--- config.mk ---
export PLATFORM = sky130hd
export DESIGN_NAME = ifid_stage_reg
export DESIGN_NICKNAME = d
export VERILOG_FILES = /design/src/rtl/pipe_pkg.sv /design/src/rtl/ifid_field_decode.sv /design/src/rtl/ifid_stage_reg.sv
export SDC_FILE = /design/constraint.sdc
export NUM_CORES = 1
export LEC_CHECK = 0
export CELL_PAD_IN_SITES_DETAIL_PLACEMENT = 1
export CELL_PAD_IN_SITES_GLOBAL_PLACEMENT = 2
export CORE_MARGIN = 2
export CORE_UTILIZATION = 33
export CTS_CLUSTER_DIAMETER = 120
export DETAILED_ROUTE_END_ITERATION = 8
export PLACE_DENSITY_LB_ADDON = 0.1
export SLEW_MARGIN = 20
export SYNTH_ARGS = -nofsm -noshare
export SYNTH_HDL_FRONTEND = slang
export SYNTH_SLANG_ARGS = --single-unit
--- constraint.sdc ---
create_clock -name CLK -period 3.2 [get_ports CLK]
set_input_delay 0.8 -clock CLK [delete_from_list [all_inputs] [get_ports CLK]]
set_output_delay 0.8 -clock CLK [all_outputs]
set_load 0.02 [all_outputs]
--- src/rtl/pipe_pkg.sv ---
// Shared pipeline definitions: skid-buffer state encoding, the ARM bubble word,
// and ARM instruction field positions reused by every stage register.
package pipe_pkg;

    typedef enum logic [1:0] {
        EMPTY = 2'd0,
        FULL  = 2'd1,
        SKID  = 2'd2
    } skid_state_t;

    localparam logic [31:0] ARM_NOP = 32'hE1A00000;

    localparam int COND_HI   = 31;
    localparam int COND_LO   = 28;
    localparam int RN_HI     = 19;
    localparam int RN_LO     = 16;
    localparam int RD_HI     = 15;
    localparam int RD_LO     = 12;
    localparam int RM_HI     = 3;
    localparam int RM_LO     = 0;
    localparam int SHIFT_HI  = 11;
    localparam int SHIFT_LO  = 0;
    localparam int OFFSET_HI = 23;
    localparam int OFFSET_LO = 0;

endpackage

--- src/rtl/ifid_field_decode.sv ---
// Combinational split of a 32-bit ARM instruction word into its register,
// condition, shifter-operand and branch-offset fields.
module ifid_field_decode
    import pipe_pkg::*;
(
    input  logic [31:0] i_word,
    output logic [3:0]  o_cond,
    output logic [3:0]  o_rn,
    output logic [3:0]  o_rd,
    output logic [3:0]  o_rm,
    output logic [11:0] o_shift,
    output logic [23:0] o_offset
);

    assign o_cond   = i_word[COND_HI:COND_LO];
    assign o_rn     = i_word[RN_HI:RN_LO];
    assign o_rd     = i_word[RD_HI:RD_LO];
    assign o_rm     = i_word[RM_HI:RM_LO];
    assign o_shift  = i_word[SHIFT_HI:SHIFT_LO];
    assign o_offset = i_word[OFFSET_HI:OFFSET_LO];

endmodule

--- src/rtl/ifid_stage_reg.sv ---
// IF/ID stage register: two-entry skid buffer with registered in_ready,
// synchronous flush, NOP substitution when empty and a saturating stall counter.
module ifid_stage_reg
    import pipe_pkg::*;
#(
    parameter int                   INSTR_W   = 32,
    parameter int                   PC_W      = 32,
    parameter logic [INSTR_W-1:0]   NOP_INSTR = INSTR_W'(ARM_NOP),
    parameter int                   CNT_W     = 16
) (
    input  logic               CLK,
    input  logic               CLR,
    input  logic               in_valid,
    output logic               in_ready,
    input  logic [INSTR_W-1:0] in_instr,
    input  logic [PC_W-1:0]    in_pc4,
    input  logic               flush,
    output logic               out_valid,
    input  logic               out_ready,
    output logic [INSTR_W-1:0] out_instr,
    output logic [PC_W-1:0]    out_pc4,
    output logic [3:0]         out_cond,
    output logic [3:0]         out_rn,
    output logic [3:0]         out_rd,
    output logic [3:0]         out_rm,
    output logic [11:0]        out_shift,
    output logic [23:0]        out_offset,
    output logic [CNT_W-1:0]   stall_cnt
);

    skid_state_t        r_state;
    logic               r_in_ready;
    logic [INSTR_W-1:0] r_main_instr;
    logic [PC_W-1:0]    r_main_pc4;
    logic [INSTR_W-1:0] r_skid_instr;
    logic [PC_W-1:0]    r_skid_pc4;
    logic [CNT_W-1:0]   r_stall_cnt;

    logic w_in_xfer;
    logic w_out_xfer;

    assign out_valid  = (r_state != EMPTY);
    assign in_ready   = r_in_ready;
    assign w_in_xfer  = in_valid && r_in_ready;
    assign w_out_xfer = out_valid && out_ready;

    // Flush wins over everything; an output transfer in that cycle has already happened.
    always_ff @(posedge CLK or negedge CLR) begin
        if (!CLR) begin
            r_state      <= EMPTY;
            r_in_ready   <= 1'b1;
            r_main_instr <= NOP_INSTR;
            r_main_pc4   <= '0;
            r_skid_instr <= NOP_INSTR;
            r_skid_pc4   <= '0;
        end else if (flush) begin
            r_state    <= EMPTY;
            r_in_ready <= 1'b1;
        end else begin
            case (r_state)
                EMPTY: begin
                    if (w_in_xfer) begin
                        r_main_instr <= in_instr;
                        r_main_pc4   <= in_pc4;
                        r_state      <= FULL;
                    end
                end
                FULL: begin
                    if (w_in_xfer && w_out_xfer) begin
                        r_main_instr <= in_instr;
                        r_main_pc4   <= in_pc4;
                    end else if (w_in_xfer) begin
                        r_skid_instr <= in_instr;
                        r_skid_pc4   <= in_pc4;
                        r_state      <= SKID;
                        r_in_ready   <= 1'b0;
                    end else if (w_out_xfer) begin
                        r_state <= EMPTY;
                    end
                end
                SKID: begin
                    if (w_out_xfer) begin
                        r_main_instr <= r_skid_instr;
                        r_main_pc4   <= r_skid_pc4;
                        r_state      <= FULL;
                        r_in_ready   <= 1'b1;
                    end
                end
                default: begin
                    r_state    <= EMPTY;
                    r_in_ready <= 1'b1;
                end
            endcase
        end
    end

    always_ff @(posedge CLK or negedge CLR) begin
        if (!CLR) begin
            r_stall_cnt <= '0;
        end else if (out_valid && !out_ready && (r_stall_cnt != '1)) begin
            r_stall_cnt <= r_stall_cnt + CNT_W'(1);
        end
    end

    assign stall_cnt = r_stall_cnt;
    assign out_instr = out_valid ? r_main_instr : NOP_INSTR;
    assign out_pc4   = out_valid ? r_main_pc4 : '0;

    ifid_field_decode u_decode (
        .i_word   (out_instr[31:0]),
        .o_cond   (out_cond),
        .o_rn     (out_rn),
        .o_rd     (out_rd),
        .o_rm     (out_rm),
        .o_shift  (out_shift),
        .o_offset (out_offset)
    );

endmodule
Word level (Yosys, flattened, before mapping) --
Index checks and enable logic that the tools add are counted. W data, S select, Z words.
Word-level totals: output and inout bits 134, bits of input ports 69, logic and storage cells 57, register bits after elaboration 147
Operators by class: bitwise operators 2, muxes and demuxes 22, eq/ne operators 12, reductions and logical operators 13, add/subtract/negate cells 1
Operators by type and width (number):
- $mux W32 | 8
- $pmux W32 S3 | 2
- $add A16 B1 Y16 const B | 1
- $ne A16 B16 Y1 const B | 1
- $mux W2 | 6
- $ne A3 B3 Y1 const B | 4
- $reduce_and A4 Y1 | 3
- $ne A2 B2 Y1 const B | 4
- $pmux W2 S3 | 1
- $logic_and A1 B1 Y1 | 5
- $reduce_and A5 Y1 | 1
- $mux W1 | 4
- $ne A4 B4 Y1 const B | 1
- $pmux W1 S3 | 1
- $reduce_bool A3 Y1 | 1
- $eq A2 B1 Y1 const B | 1
- $eq A2 B2 Y1 const B | 1
- $logic_not A2 Y1 | 1
- $not A1 Y1 | 2
- $reduce_bool A2 Y1 | 1
- $logic_not A1 Y1 | 1

Logic depth before layout (Yosys ltp) --
depth in word-level cells 7, mapped depth 7, mapped depth without buffers 5

Cells and area by module --
From an unflattened synthesis, not the netlist that was laid out.
Unflattened totals: cell total of the unflattened synthesis 628, area total of the unflattened synthesis 7088.0 um^2
Modules (own cells, without submodules):
- ifid_stage_reg | area each 6697.7 um^2, cells an instance 576, instances 1, sequential area each 3694.8 um^2
- ifid_field_decode | area each 390.4 um^2, cells an instance 52, instances 1, sequential area each 0.0 um^2

Worst setup path before layout --
No wires, ideal clock.
kind register to output, from reg r_state[0], to out out_offset[0], data required time 2.400 ns, path buffers 4, cell stages (with the launch flop) 7, path slack 0.816 ns, arrival time 1.584 ns, cell sequence dfrtp_1 -> buf_2 -> or2_2 -> clkbuf_1 -> clkbuf_1 -> and2_1 -> buf_4
Between the ends: longest elaborated chain between the ends 2
Ends and longest elaborated chain:
- from (decl) | line ifid_stage_reg.sv:31 | skid_state_t r_state;
- from (signal assigned) | line ifid_stage_reg.sv:50 | r_state <= EMPTY;
- from (signal assigned) | line ifid_stage_reg.sv:57 | r_state <= EMPTY;
- from (signal assigned) | line ifid_stage_reg.sv:65 | r_state <= FULL;
- $reduce_bool A2 Y1 | line ifid_stage_reg.sv:42 | assign out_valid = (r_state != EMPTY);
- $mux W32 | line ifid_stage_reg.sv:106 | assign out_instr = out_valid ? r_main_instr : NOP_INSTR;
- to (decl) | line ifid_stage_reg.sv:27 | output logic [23:0] out_offset,
No other way between the ends.

Worst setup path in the final report --
from reg r_state[0], to out out_rm[0]
Between the ends: longest elaborated chain between the ends 2
Ends and longest elaborated chain:
- $reduce_bool A2 Y1 | line ifid_stage_reg.sv:42
- $mux W32 | line ifid_stage_reg.sv:106
- to (decl) | line ifid_stage_reg.sv:25 | output logic [3:0] out_rm,
No other way between the ends.

==> qor.yml <==
post_cts_buffers: 0
final_nets: 841
cp_cell_sequence: "or2_4 -> buf_4 -> and2_1 -> clkdlybuf4s50_1"
finalCriticalPeriod_ns: 3.01
drc: 0
end_kind: "output pin"
fin_cells: 1060
fp-row-count: 53
vdd_ir_drop_max_mv: 0.394
pre_cts_ws_ns: 0.410
wl_per_cell_microns: 16.7
dp.final_hpwl_microns: 12000
clock_latency_ns: 0.42
fp.coreArea_sq_um: 21100
cts_tree: "yes"
synth_cells: 628
timing.fmax_mhz: 332
synth.area.top_cells: "dfrtp_1 47%, mux2_2 10%, mux2i_1 9.0%"
netlist_area_sq_um: 7110
synth_area_per_cell_sq_um: 11.3
hp-class: "primary input to async pin"
rsz0062_at_grt: "false"
drt-initial-drc-count: 155
critPathMaxFanout: 21
ys_types: 42
cpPeakStageDelay_ns: 0.63
tightestPinTransition_ns: 0.753
clkTransAtPathRegs_ns: 0.06
ys_ff_latch: 147
synth_edf_count: 0
fin_worst_skew_ns: 0.0116
synth_adder_area_share_pct: 0.176
antenna_found_initial: 1
grt_max_degree: 78
power.share.sequential_pct: 40.6
dp_cells: 1027
finalSetupTns_ns: 0
clock_path_buffers: 2
fin_ws_ns: 0.187
finalCritPeriodShare_pct: 94.1
cts_buffers: 17
worst_hold_slack_ns: 0.408
root_buffer: "clkbuf_16"
p_comb_share_pct: 26.2
p_leak_nw: 3.92
synth_warnings: 0
yosys.area_share.xor_xnor_pct: 1.72
crit_path_top_delay_cell: "clkdlybuf4s50_1"
cts.sinks: 147
start_util_pct: 33.7
synth_most_common_cell: "dfrtp_1"
status: "complete, no violations"
final_layout_size_suffix_gt1_share_pct: 17.0
synth_top_cell_area_share_pct: 47.1
crit_required_ns: 2.40
final_core_util_pct: 46.3
grt_pass1_wl_microns: 28700
cp.arrival_ns: 2.21
slew_headroom_pct: 49.8
postSynth.asyncResetShare_pct: 100
cts_resized: 1
r2r_slack_ns: 1.25
power_density_nw_per_um2: 675
grt_usage_pct: 16.3
swShare_pct: 28.5
die_area_sq_um: 22700
synth_nets: 698
gp_congestion: 0.717
seq_area_frac_synth_pct: 51.9
cts_hold_buf: 0
finalSetupViolations: 0
synth_top_family_by_area: "multiplexers"
io_buffer_count: 202
num_vias: 5018
ys.flop_type: "dfrtp_1"
viasPerCell: 4.73
place_area_sq_um: 9100
path_buf_inv: 2
fp.dieH_microns: 151
die_w_microns: 151
p_sw_mw: 1.88
internal-power_mw: 4.70
drtPass1Iterations: 4
maxSlewViolCount: 0
synth_commonest_cells: "134 x dfrtp_1, 66 x nor2_1, 65 x a21oi_1"
h-tree-depth: 4
timing.rr.end: "stall_cnt[1]"
worst-setup-path-type: "flop to output pin"
rr_worst_depth: 5
muxShareOfSynthArea_pct: 19.3
gr-total-overflow: 0
fill_cells: 2221
num_io_pins: 203
p_clk_share_pct: 33.2
routed_wl_microns: 17700
ant_nets: 0
maxCapViolCount: 0
yosysTopAreaCell: "dfrtp_1"
final_area_sq_um: 9760
syn_to_final_growth_pct: 37.2
cp-start-kind: "flop"
p_total_mw: 6.58
synth_simple_gate_area_share_pct: 13.5
hold_violations: 0
r2r-start: "stall_cnt[0]"
cp_top_family: "buffers and inverters"
synth-compound-area-share_pct: 5.36
grt_pass1_vias: 5499
[power by group through the flow]
stage                     logic [mW]  clock network [mW]  registers (mW)
after global placement          1.70                   0            2.67
after CTS                       1.76                2.25            2.68
after detailed placement        1.75                   0            2.70
final                           1.72                2.19            2.67
after floorplan                 1.09                   0            2.64
after global routing            1.88                2.34            2.75
[registers in the layout, indices dropped and copies added, names as in the netlist]
name and flops:
r_main_instr 32, r_main_pc4 32, r_skid_instr 32, r_skid_pc4 32, stall_cnt 16, r_state 2, in_ready 1
[metal layers]
layer  global-route usage (%)  up-vias  share of wire (%)
met5                        0        -              0.074
met4                     4.21        2               0.92
met3                     5.03       16                6.1
met2                     27.7      125                 49
met1                     20.2     2495                 44
li1                         -     2380                  -
[worst max-delay path by stage]
stage / from / to / slack (ns) / cells past startpoint
2_1_floorplan: r_state[0] / out_offset[0] / 0.82 / 6
3_5_place_dp: r_state[0] / out_rm[1] / 0.41 / 4
3_3_place_gp: r_state[0] / out_instr[0] / 0.52 / 4
4_1_cts: r_state[0] / out_rm[0] / 0.04 / 4
6_report: r_state[0] / out_rm[0] / 0.19 / 4
5_1_grt: r_state[0] / out_rm[0] / 0.04 / 4
[worst reg2reg max path: stages (launching register included)]
cell and delay [ns]:
dfrtp_1 0.41, ha_1 0.24, nand4_2 0.21, nor4_4 0.56, nor2_2 0.11, mux2_4 0.31
[area by class of cell]
class | instances | area, sq um | share of cell area, %
sequential | 147 | 3700 | 37.9
multi-input combinational | 392 | 2880 | 29.5
timing repair buffer | 213 | 2180 | 22.4
clock buffer | 20 | 447 | 4.58
tap | 275 | 344 | 3.53
clock inverter | 12 | 203 | 2.08
antenna | 1 | 2.50 | 0.0256
[kinds of logic (layout without fill, tap and decap cells)]
logic type      Yosys count  after routing
mux                     129            129
buf+inv                  89            245
fa+ha+maj                 1              1
other cells               0              1
flops                   147            147
simple gates            176            176
xor+xnor                 14             14
compound gates           72             72
[cell usage in the layout, fill, tap and decap left out, drive strengths merged, types with 8 or more instances in the layout]
cell type	netlist	layout
nand3	8	8
dfstp	13	13
buf	77	12
a21oi	65	65
xor2	10	10
clkdlybuf4s50	0	200
dfrtp	134	134
mux2i	64	64
mux2	65	65
nor2	67	67
and2	58	58
clkbuf	12	20
No activity file was read; power rests on OpenSTA's default activity.
